File: config.mk
export PLATFORM = sky130hd
export DESIGN_NAME = lsu
export DESIGN_NICKNAME = d
export VERILOG_FILES = /design/src/rtl/lsu_pkg.sv /design/src/rtl/lsu_align.sv /design/src/rtl/lsu.sv
export SDC_FILE = /design/constraint.sdc
export NUM_CORES = 1
export LEC_CHECK = 0
export CAP_MARGIN = 20
export CORE_UTILIZATION = 45
export CTS_BUF_LIST = sky130_fd_sc_hd__clkbuf_4 sky130_fd_sc_hd__clkbuf_8
export DETAILED_ROUTE_END_ITERATION = 16
export PLACE_DENSITY_LB_ADDON = 0.08
export SLEW_MARGIN = 20
export SYNTH_ARGS = -nofsm -noshare
export SYNTH_HDL_FRONTEND = slang
export SYNTH_SLANG_ARGS = --single-unit
File: constraint.sdc
create_clock -name clk_i -period 4.1 [get_ports clk_i]
set_input_delay 0.615 -clock clk_i [delete_from_list [all_inputs] [get_ports clk_i]]
set_output_delay 0.615 -clock clk_i [all_outputs]
set_load 0.01 [all_outputs]
File: src/rtl/lsu_pkg.sv
// lsu_pkg: shared encodings and helpers for the thoth-rv32 load/store unit.
//   - access size encodings (byte / half / word)
//   - FSM state encoding used by lsu
//   - address force-alignment and misalignment detection helpers
package lsu_pkg;

  localparam logic [1:0] LSU_SIZE_B = 2'd0;
  localparam logic [1:0] LSU_SIZE_H = 2'd1;
  localparam logic [1:0] LSU_SIZE_W = 2'd2;

  typedef enum logic [1:0] {
    ST_IDLE = 2'd0,
    ST_BUS  = 2'd1,
    ST_RESP = 2'd2
  } lsu_state_e;

  // Clear the low address bits that a naturally aligned access of this size
  // cannot have. The reserved size code is handled like a word.
  function automatic logic [31:0] lsu_align_addr(input logic [1:0] size,
                                                 input logic [31:0] addr);
    logic [31:0] a;
    a = addr;
    case (size)
      LSU_SIZE_B: a = addr;
      LSU_SIZE_H: a = {addr[31:1], 1'b0};
      default:    a = {addr[31:2], 2'b00};
    endcase
    return a;
  endfunction

  function automatic logic lsu_misaligned(input logic [1:0] size,
                                          input logic [1:0] addr_lo);
    logic m;
    case (size)
      LSU_SIZE_B: m = 1'b0;
      LSU_SIZE_H: m = addr_lo[0];
      default:    m = (addr_lo != 2'b00);
    endcase
    return m;
  endfunction

endpackage

File: src/rtl/lsu_align.sv
// lsu_align: combinational byte-lane logic for the load/store unit.
// Ports:
//   size_i      access size (LSU_SIZE_B/H/W)
//   unsigned_i  zero-extend loads instead of sign-extend
//   addr_lo_i   addr[1:0] of the (already aligned) access
//   wdata_i     right-aligned store data
//   rdata_i     raw bus read word
//   be_o        byte enables
//   wdata_o     store data replicated across all lanes
//   rdata_o     selected lane, extended to 32 bits
module lsu_align
  import lsu_pkg::*;
(
  input  logic [1:0]  size_i,
  input  logic        unsigned_i,
  input  logic [1:0]  addr_lo_i,
  input  logic [31:0] wdata_i,
  input  logic [31:0] rdata_i,
  output logic [3:0]  be_o,
  output logic [31:0] wdata_o,
  output logic [31:0] rdata_o
);

  logic [31:0] lane;

  // Move the addressed lane down to bit 0; halfwords arrive here with
  // addr_lo_i[0]=0, so the same shift serves both sub-word sizes.
  assign lane = rdata_i >> {addr_lo_i, 3'b000};

  always_comb begin
    be_o    = 4'b1111;
    wdata_o = wdata_i;
    rdata_o = rdata_i;
    case (size_i)
      LSU_SIZE_B: begin
        be_o    = 4'b0001 << addr_lo_i;
        wdata_o = {4{wdata_i[7:0]}};
        rdata_o = unsigned_i ? {24'd0, lane[7:0]} : {{24{lane[7]}}, lane[7:0]};
      end
      LSU_SIZE_H: begin
        be_o    = 4'b0011 << {addr_lo_i[1], 1'b0};
        wdata_o = {2{wdata_i[15:0]}};
        rdata_o = unsigned_i ? {16'd0, lane[15:0]} : {{16{lane[15]}}, lane[15:0]};
      end
      default: begin
        be_o    = 4'b1111;
        wdata_o = wdata_i;
        rdata_o = rdata_i;
      end
    endcase
  end

endmodule

File: src/rtl/lsu.sv
// lsu: load/store unit. Accepts one access from execute, runs a single-beat
// valid/ack bus transaction and returns an extended load result (or a store
// completion) as a one-cycle response pulse.
// Optional feature macro: LSU_MISALIGN_TRAP_EN
//   defined   - misaligned H/W accesses skip the bus and respond with rsp_err_o=1
//   undefined - misaligned addresses are force-aligned, rsp_err_o tied 0
// Ports:
//   clk_i, rst_i (async, active-high)
//   req_*  request from execute (valid/ready)
//   bus_*  data bus master side (req/ack)
//   rsp_*  write-back response
module lsu
  import lsu_pkg::*;
(
  input  logic        clk_i,
  input  logic        rst_i,
  input  logic        req_valid_i,
  output logic        req_ready_o,
  input  logic        req_we_i,
  input  logic [1:0]  req_size_i,
  input  logic        req_unsigned_i,
  input  logic [31:0] req_addr_i,
  input  logic [31:0] req_wdata_i,
  input  logic [4:0]  req_rd_i,
  output logic        bus_req_o,
  output logic        bus_we_o,
  output logic [31:0] bus_addr_o,
  output logic [3:0]  bus_be_o,
  output logic [31:0] bus_wdata_o,
  input  logic        bus_ack_i,
  input  logic [31:0] bus_rdata_i,
  output logic        rsp_valid_o,
  output logic [31:0] rsp_data_o,
  output logic [4:0]  rsp_rd_o,
  output logic        rsp_err_o
);

  lsu_state_e state_q, state_d;

  logic        ready_q, ready_d;
  logic        bus_req_q, bus_req_d;
  logic        bus_we_q, bus_we_d;
  logic [31:0] bus_addr_q, bus_addr_d;
  logic [3:0]  bus_be_q, bus_be_d;
  logic [31:0] bus_wdata_q, bus_wdata_d;
  logic        rsp_valid_q, rsp_valid_d;
  logic [31:0] rsp_data_q, rsp_data_d;
  logic [4:0]  rsp_rd_q, rsp_rd_d;

  logic        we_q, we_d;
  logic [1:0]  size_q, size_d;
  logic        uns_q, uns_d;
  logic [1:0]  addr_lo_q, addr_lo_d;
  logic [4:0]  rd_q, rd_d;

  logic [31:0] eff_addr;
  logic        trap_hit;

  logic [1:0]  al_size;
  logic        al_uns;
  logic [1:0]  al_addr_lo;
  logic [3:0]  al_be;
  logic [31:0] al_wdata;
  logic [31:0] al_rdata;

  assign eff_addr = lsu_align_addr(req_size_i, req_addr_i);

`ifdef LSU_MISALIGN_TRAP_EN
  logic rsp_err_q, rsp_err_d;
  assign trap_hit  = lsu_misaligned(req_size_i, req_addr_i[1:0]);
  assign rsp_err_o = rsp_err_q;
`else
  assign trap_hit  = 1'b0;
  assign rsp_err_o = 1'b0;
`endif

  // One aligner serves both directions: in IDLE it shapes the incoming
  // request (be/wdata), afterwards it extracts from the read word using the
  // captured access attributes.
  assign al_size    = (state_q == ST_IDLE) ? req_size_i     : size_q;
  assign al_uns     = (state_q == ST_IDLE) ? req_unsigned_i : uns_q;
  assign al_addr_lo = (state_q == ST_IDLE) ? eff_addr[1:0]  : addr_lo_q;

  lsu_align u_align (
    .size_i     (al_size),
    .unsigned_i (al_uns),
    .addr_lo_i  (al_addr_lo),
    .wdata_i    (req_wdata_i),
    .rdata_i    (bus_rdata_i),
    .be_o       (al_be),
    .wdata_o    (al_wdata),
    .rdata_o    (al_rdata)
  );

  always_ff @(posedge clk_i or posedge rst_i) begin
    if (rst_i) state_q <= ST_IDLE;
    else       state_q <= state_d;
  end

  always_comb begin
    state_d     = state_q;
    bus_req_d   = bus_req_q;
    bus_we_d    = bus_we_q;
    bus_addr_d  = bus_addr_q;
    bus_be_d    = bus_be_q;
    bus_wdata_d = bus_wdata_q;
    rsp_valid_d = rsp_valid_q;
    rsp_data_d  = rsp_data_q;
    rsp_rd_d    = rsp_rd_q;
    we_d        = we_q;
    size_d      = size_q;
    uns_d       = uns_q;
    addr_lo_d   = addr_lo_q;
    rd_d        = rd_q;
`ifdef LSU_MISALIGN_TRAP_EN
    rsp_err_d   = rsp_err_q;
`endif

    case (state_q)
      ST_IDLE: begin
        if (req_valid_i && ready_q) begin
          we_d      = req_we_i;
          size_d    = req_size_i;
          uns_d     = req_unsigned_i;
          addr_lo_d = eff_addr[1:0];
          rd_d      = req_rd_i;
          if (trap_hit) begin
            state_d     = ST_RESP;
            rsp_valid_d = 1'b1;
            rsp_data_d  = 32'd0;
            rsp_rd_d    = req_we_i ? 5'd0 : req_rd_i;
`ifdef LSU_MISALIGN_TRAP_EN
            rsp_err_d   = 1'b1;
`endif
          end else begin
            state_d     = ST_BUS;
            bus_req_d   = 1'b1;
            bus_we_d    = req_we_i;
            bus_addr_d  = {eff_addr[31:2], 2'b00};
            bus_be_d    = al_be;
            bus_wdata_d = req_we_i ? al_wdata : 32'd0;
          end
        end
      end
      ST_BUS: begin
        if (bus_ack_i) begin
          state_d     = ST_RESP;
          bus_req_d   = 1'b0;
          bus_we_d    = 1'b0;
          bus_addr_d  = 32'd0;
          bus_be_d    = 4'd0;
          bus_wdata_d = 32'd0;
          rsp_valid_d = 1'b1;
          rsp_data_d  = we_q ? 32'd0 : al_rdata;
          rsp_rd_d    = we_q ? 5'd0 : rd_q;
        end
      end
      ST_RESP: begin
        state_d     = ST_IDLE;
        rsp_valid_d = 1'b0;
`ifdef LSU_MISALIGN_TRAP_EN
        rsp_err_d   = 1'b0;
`endif
      end
      default: state_d = ST_IDLE;
    endcase

    ready_d = (state_d == ST_IDLE);
  end

  always_ff @(posedge clk_i or posedge rst_i) begin
    if (rst_i) begin
      ready_q     <= 1'b1;
      bus_req_q   <= 1'b0;
      bus_we_q    <= 1'b0;
      bus_addr_q  <= 32'd0;
      bus_be_q    <= 4'd0;
      bus_wdata_q <= 32'd0;
      rsp_valid_q <= 1'b0;
      rsp_data_q  <= 32'd0;
      rsp_rd_q    <= 5'd0;
      we_q        <= 1'b0;
      size_q      <= LSU_SIZE_B;
      uns_q       <= 1'b0;
      addr_lo_q   <= 2'd0;
      rd_q        <= 5'd0;
`ifdef LSU_MISALIGN_TRAP_EN
      rsp_err_q   <= 1'b0;
`endif
    end else begin
      ready_q     <= ready_d;
      bus_req_q   <= bus_req_d;
      bus_we_q    <= bus_we_d;
      bus_addr_q  <= bus_addr_d;
      bus_be_q    <= bus_be_d;
      bus_wdata_q <= bus_wdata_d;
      rsp_valid_q <= rsp_valid_d;
      rsp_data_q  <= rsp_data_d;
      rsp_rd_q    <= rsp_rd_d;
      we_q        <= we_d;
      size_q      <= size_d;
      uns_q       <= uns_d;
      addr_lo_q   <= addr_lo_d;
      rd_q        <= rd_d;
`ifdef LSU_MISALIGN_TRAP_EN
      rsp_err_q   <= rsp_err_d;
`endif
    end
  end

  assign req_ready_o = ready_q;
  assign bus_req_o   = bus_req_q;
  assign bus_we_o    = bus_we_q;
  assign bus_addr_o  = bus_addr_q;
  assign bus_be_o    = bus_be_q;
  assign bus_wdata_o = bus_wdata_q;
  assign rsp_valid_o = rsp_valid_q;
  assign rsp_data_o  = rsp_data_q;
  assign rsp_rd_o    = rsp_rd_q;

endmodule
==> results summary <==
The global-route track usage on met2 came out at 44.6%. The number of setup buffers added after CTS came out at 0. The count of pins over their slew limit is 0.

Setup repair after global routing left no endpoint under its margin. The worst IR drop on VDD is 0.000431 V. By area the synthesized netlist is led by sky130_fd_sc_hd__dfrtp_1 (53%), sky130_fd_sc_hd__a22o_1 (6.3%), sky130_fd_sc_hd__o21ai_0 (6.1%), sky130_fd_sc_hd__nand2_1 (5.9%), sky130_fd_sc_hd__mux2_2 (3.6%). After global routing, the most crowded layer is met2.

For this block, the via count after detailed routing is 5047. The fraction of layout instances using a drive strength above 1 is 11.9%. The layout overhead on the synthesized area is 47.8%. The final critical delay including setup and external delays came out at 3060 ps.

The synthesized instance count came out at 528. The height of the die came out at 113 µm. In the synthesized netlist the dominant register cell turns out to be sky130_fd_sc_hd__dfrtp_1.

In this run the biggest area consumer among cell types represents 53.5% of the synthesized area. The cell leakage power is 3.51 nW. The met1 track demand over resource came out at 33.2%.

In this run, synthesis produced a sequential element count of 120. Static timing analysis puts the maximum clock frequency at 0.327 GHz. The number of failing setup endpoints in the final timing report is 0.

The critical path start-end classification is register to register. The final wirelength is 16700 µm. The cell area after synthesis is 5570 µm². The worst-skew pair later-pin latency is 440 ps. The number of buffer cells added on primary ports came out at 215.

The initial antenna violation count came out at 0. The share of the Yosys chip area taken by registers is 53.9%. In this run, synthesis inferred 0 flip-flops with an integrated enable. The floorplan step defined a die boundary enclosing 12800 µm². The power per standard cell area is 733 nW/µm². The register clock-pin slew on the reported worst setup and hold paths is 70 ps. The global-route wire length before repair is 26600 µm. The first-pass iteration count of the detailed router is 5.

The total DRC errors in the routed layout is 0. The number of global-route vias before repair was 5200. The HPWL after detailed placement is 11700 µm. The number of standard-cell rows in the floorplan came out at 40. The starting density of the core is 46.2%. Global routing finished with a remaining overflow of 0. The hold violation total from the final report came out at 0. The via density per instance came out at 5.52. The pin count of the biggest net entering global routing is 57. Global routing consumed, on the met3 layer, 8.68% of the routing resources. STA classifies the critical path startpoint as a register. The worst hold path belongs to the class register to register. The Yosys warning count is 0. The clock root buffer master is sky130_fd_sc_hd__clkbuf_8. Global routing used 27.1% of the available tracks. The wire length per cell after detailed routing is 18.2 µm. After the first detailed-routing iteration, the DRC count stood at 349. The measured slew at the worst slew-check pin is 1020 ps.

The arrival time at the worst endpoint is 3340 ps. The net count of the finished layout came out at 843. The fraction of synthesis flops using an asynchronous set or reset pin came out at 100%. In this run, post-CTS hold repair placed 0 buffers. The die extent in x is 113 µm. The H-tree depth reported by CTS is 4. The run finished with clean final reports. The clock tree skew after final layout is 10.9 ps. TritonCTS built the clock tree. The distinct cell type count after synthesis came out at 48. The aggregate negative setup slack is 0 ps. The buffer levels on the longest clock path is 2. The register-to-register path setup slack is 1040 ps. The post-layout total power came out at 6.03 mW. The number of primary I/O pins came out at 219. Once detail routing completed, the nets flagged for antenna violations numbered 0.

The number of CTS-inserted buffers is 17. Once the clock tree was built, the resizer swapped 0 gates to a different size. The worst path uses 74.6% of the clock period. Counting the fill cells in the layout gives 983. Routability-driven placement finished with a final weighted congestion of 0.882. The region available for standard cell placement spans 12100 µm².

The antenna diode count came out at 0. The max-cap violation count is 0. In this run the tightest slew margin relative to its limit is 30.3%. The synthesized design spends more area on one cell type than any other, namely sky130_fd_sc_hd__dfrtp_1. The commonest cells after synthesis are sky130_fd_sc_hd__dfrtp_1 (119), sky130_fd_sc_hd__nand2_1 (88), sky130_fd_sc_hd__o21ai_0 (68), sky130_fd_sc_hd__a22o_1 (40), sky130_fd_sc_hd__nor2_1 (21).

The worst setup path is captured at a register. The synthesized area divided by synthesized cell count came out at 10.5 µm². The number of sinks driven by the clock tree came out at 120. The maximum fanout along the worst path came out at 18.

The most frequently used cell type in the post-synthesis netlist is sky130_fd_sc_hd__dfrtp_1. The data required time of the critical path came out at 4380 ps.
## sequential cells by signal, summed over array words and instances (netlist names), 4 cells and up
| register | cells |
|---|---|
| rsp_rd_o | 5 |
| rsp_data_o | 32 |
| rd_q | 5 |
| bus_wdata_o | 32 |
| bus_be_o | 4 |
| bus_addr_o | 30 |
## final timing paths
check	from	end	cells after the start
max reg2reg	state_q[0]$_DFF_PP0_	rsp_data_o[28]$_DFFE_PP0P_	6
min	uns_q$_DFFE_PP0P_	uns_q$_DFFE_PP0P_	2
min reg2reg	uns_q$_DFFE_PP0P_	uns_q$_DFFE_PP0P_	2
max	state_q[0]$_DFF_PP0_	rsp_data_o[28]$_DFFE_PP0P_	6
max in group asynchronous	rst_i	rsp_data_o[10]$_DFFE_PP0P_	3
min in group asynchronous	rst_i	bus_addr_o[10]$_DFFE_PP0P_	2
## power by group
part | switching [mW] | total (mW) | internal, mW
logic | 1.41 | 2.89 | 1.48
registers | 0.347 | 2.06 | 1.71
clock network | 0.479 | 1.09 | 0.609
total | 2.23 | 6.03 | 3.80
## routing by layer
| metal | part of all wire (%) | vias up |
|---|---|---|
| met5 | 0 | - |
| met4 | 2.8 | 0 |
| met3 | 7.2 | 36 |
| met2 | 49 | 224 |
| met1 | 41 | 2454 |
| li1 | - | 2333 |
## area by class of cell
| class | instances | area (µm²) | area share (%) |
|---|---|---|---|
| Sequential cell | 120 | 3000 | 36.5 |
| Inverter | 5 | 21.3 | 0.258 |
| Clock buffer | 19 | 249 | 3.02 |
| Multi-Input combinational cell | 364 | 2360 | 28.7 |
| Clock inverter | 13 | 155 | 1.88 |
| Timing Repair Buffer | 226 | 2230 | 27.1 |
| Tap cell | 168 | 210 | 2.55 |
## worst max-delay path: stages, from the launching register on
cell                       delay [ps]
sky130_fd_sc_hd__dfrtp_1          520
sky130_fd_sc_hd__nor2_4           390
sky130_fd_sc_hd__mux2i_2          910
sky130_fd_sc_hd__mux4_2           460
sky130_fd_sc_hd__a211oi_4         200
sky130_fd_sc_hd__buf_4            270
sky130_fd_sc_hd__o21ai_0          130
## placed cells by master (no fill, tap or decap), drive strengths merged, types with 5 or more instances in the layout
| master | count |
|---|---|
| nand3 | 12 |
| o21ai | 81 |
| nor2 | 22 |
| nand2 | 88 |
| or3 | 6 |
| clkinv | 7 |
| a211o | 6 |
| o211ai | 14 |
| clkdlybuf4s50 | 215 |
| mux2 | 18 |
| a21oi | 6 |
| nand2b | 6 |
| o32ai | 6 |
| dfrtp | 119 |
| a22oi | 17 |
| a22o | 40 |
| inv | 5 |
| clkbuf | 19 |
| mux2i | 12 |
| buf | 11 |
## cells by family after synthesis
| kind of cell | count (synthesis) | share of synthesized area [%] |
|---|---|---|
| and+or+nand+nor | 147 | 12.2 |
| AOI/OAI and AO/OA | 183 | 23.2 |
| muxes | 31 | 6.49 |
| other | 1 | 0.0673 |
| buffers and inverters | 46 | 4.07 |
| DFF | 120 | 53.9 |
## through the flow
stage               hold slack [ps]  worst slack [ps]  instance area [µm²]  std cells  utilization [%]
floorplan                       442               301                 5580        530                -
global placement                458               727                 7830        883             64.9
detailed placement              463               636                 7830        883             64.9
CTS                             481              1050                 8230        915             68.3
global route                    503               860                 8230        915             68.3
finish                          477              1040                 8230        915             68.3
(Power assumes the default switching activity.)
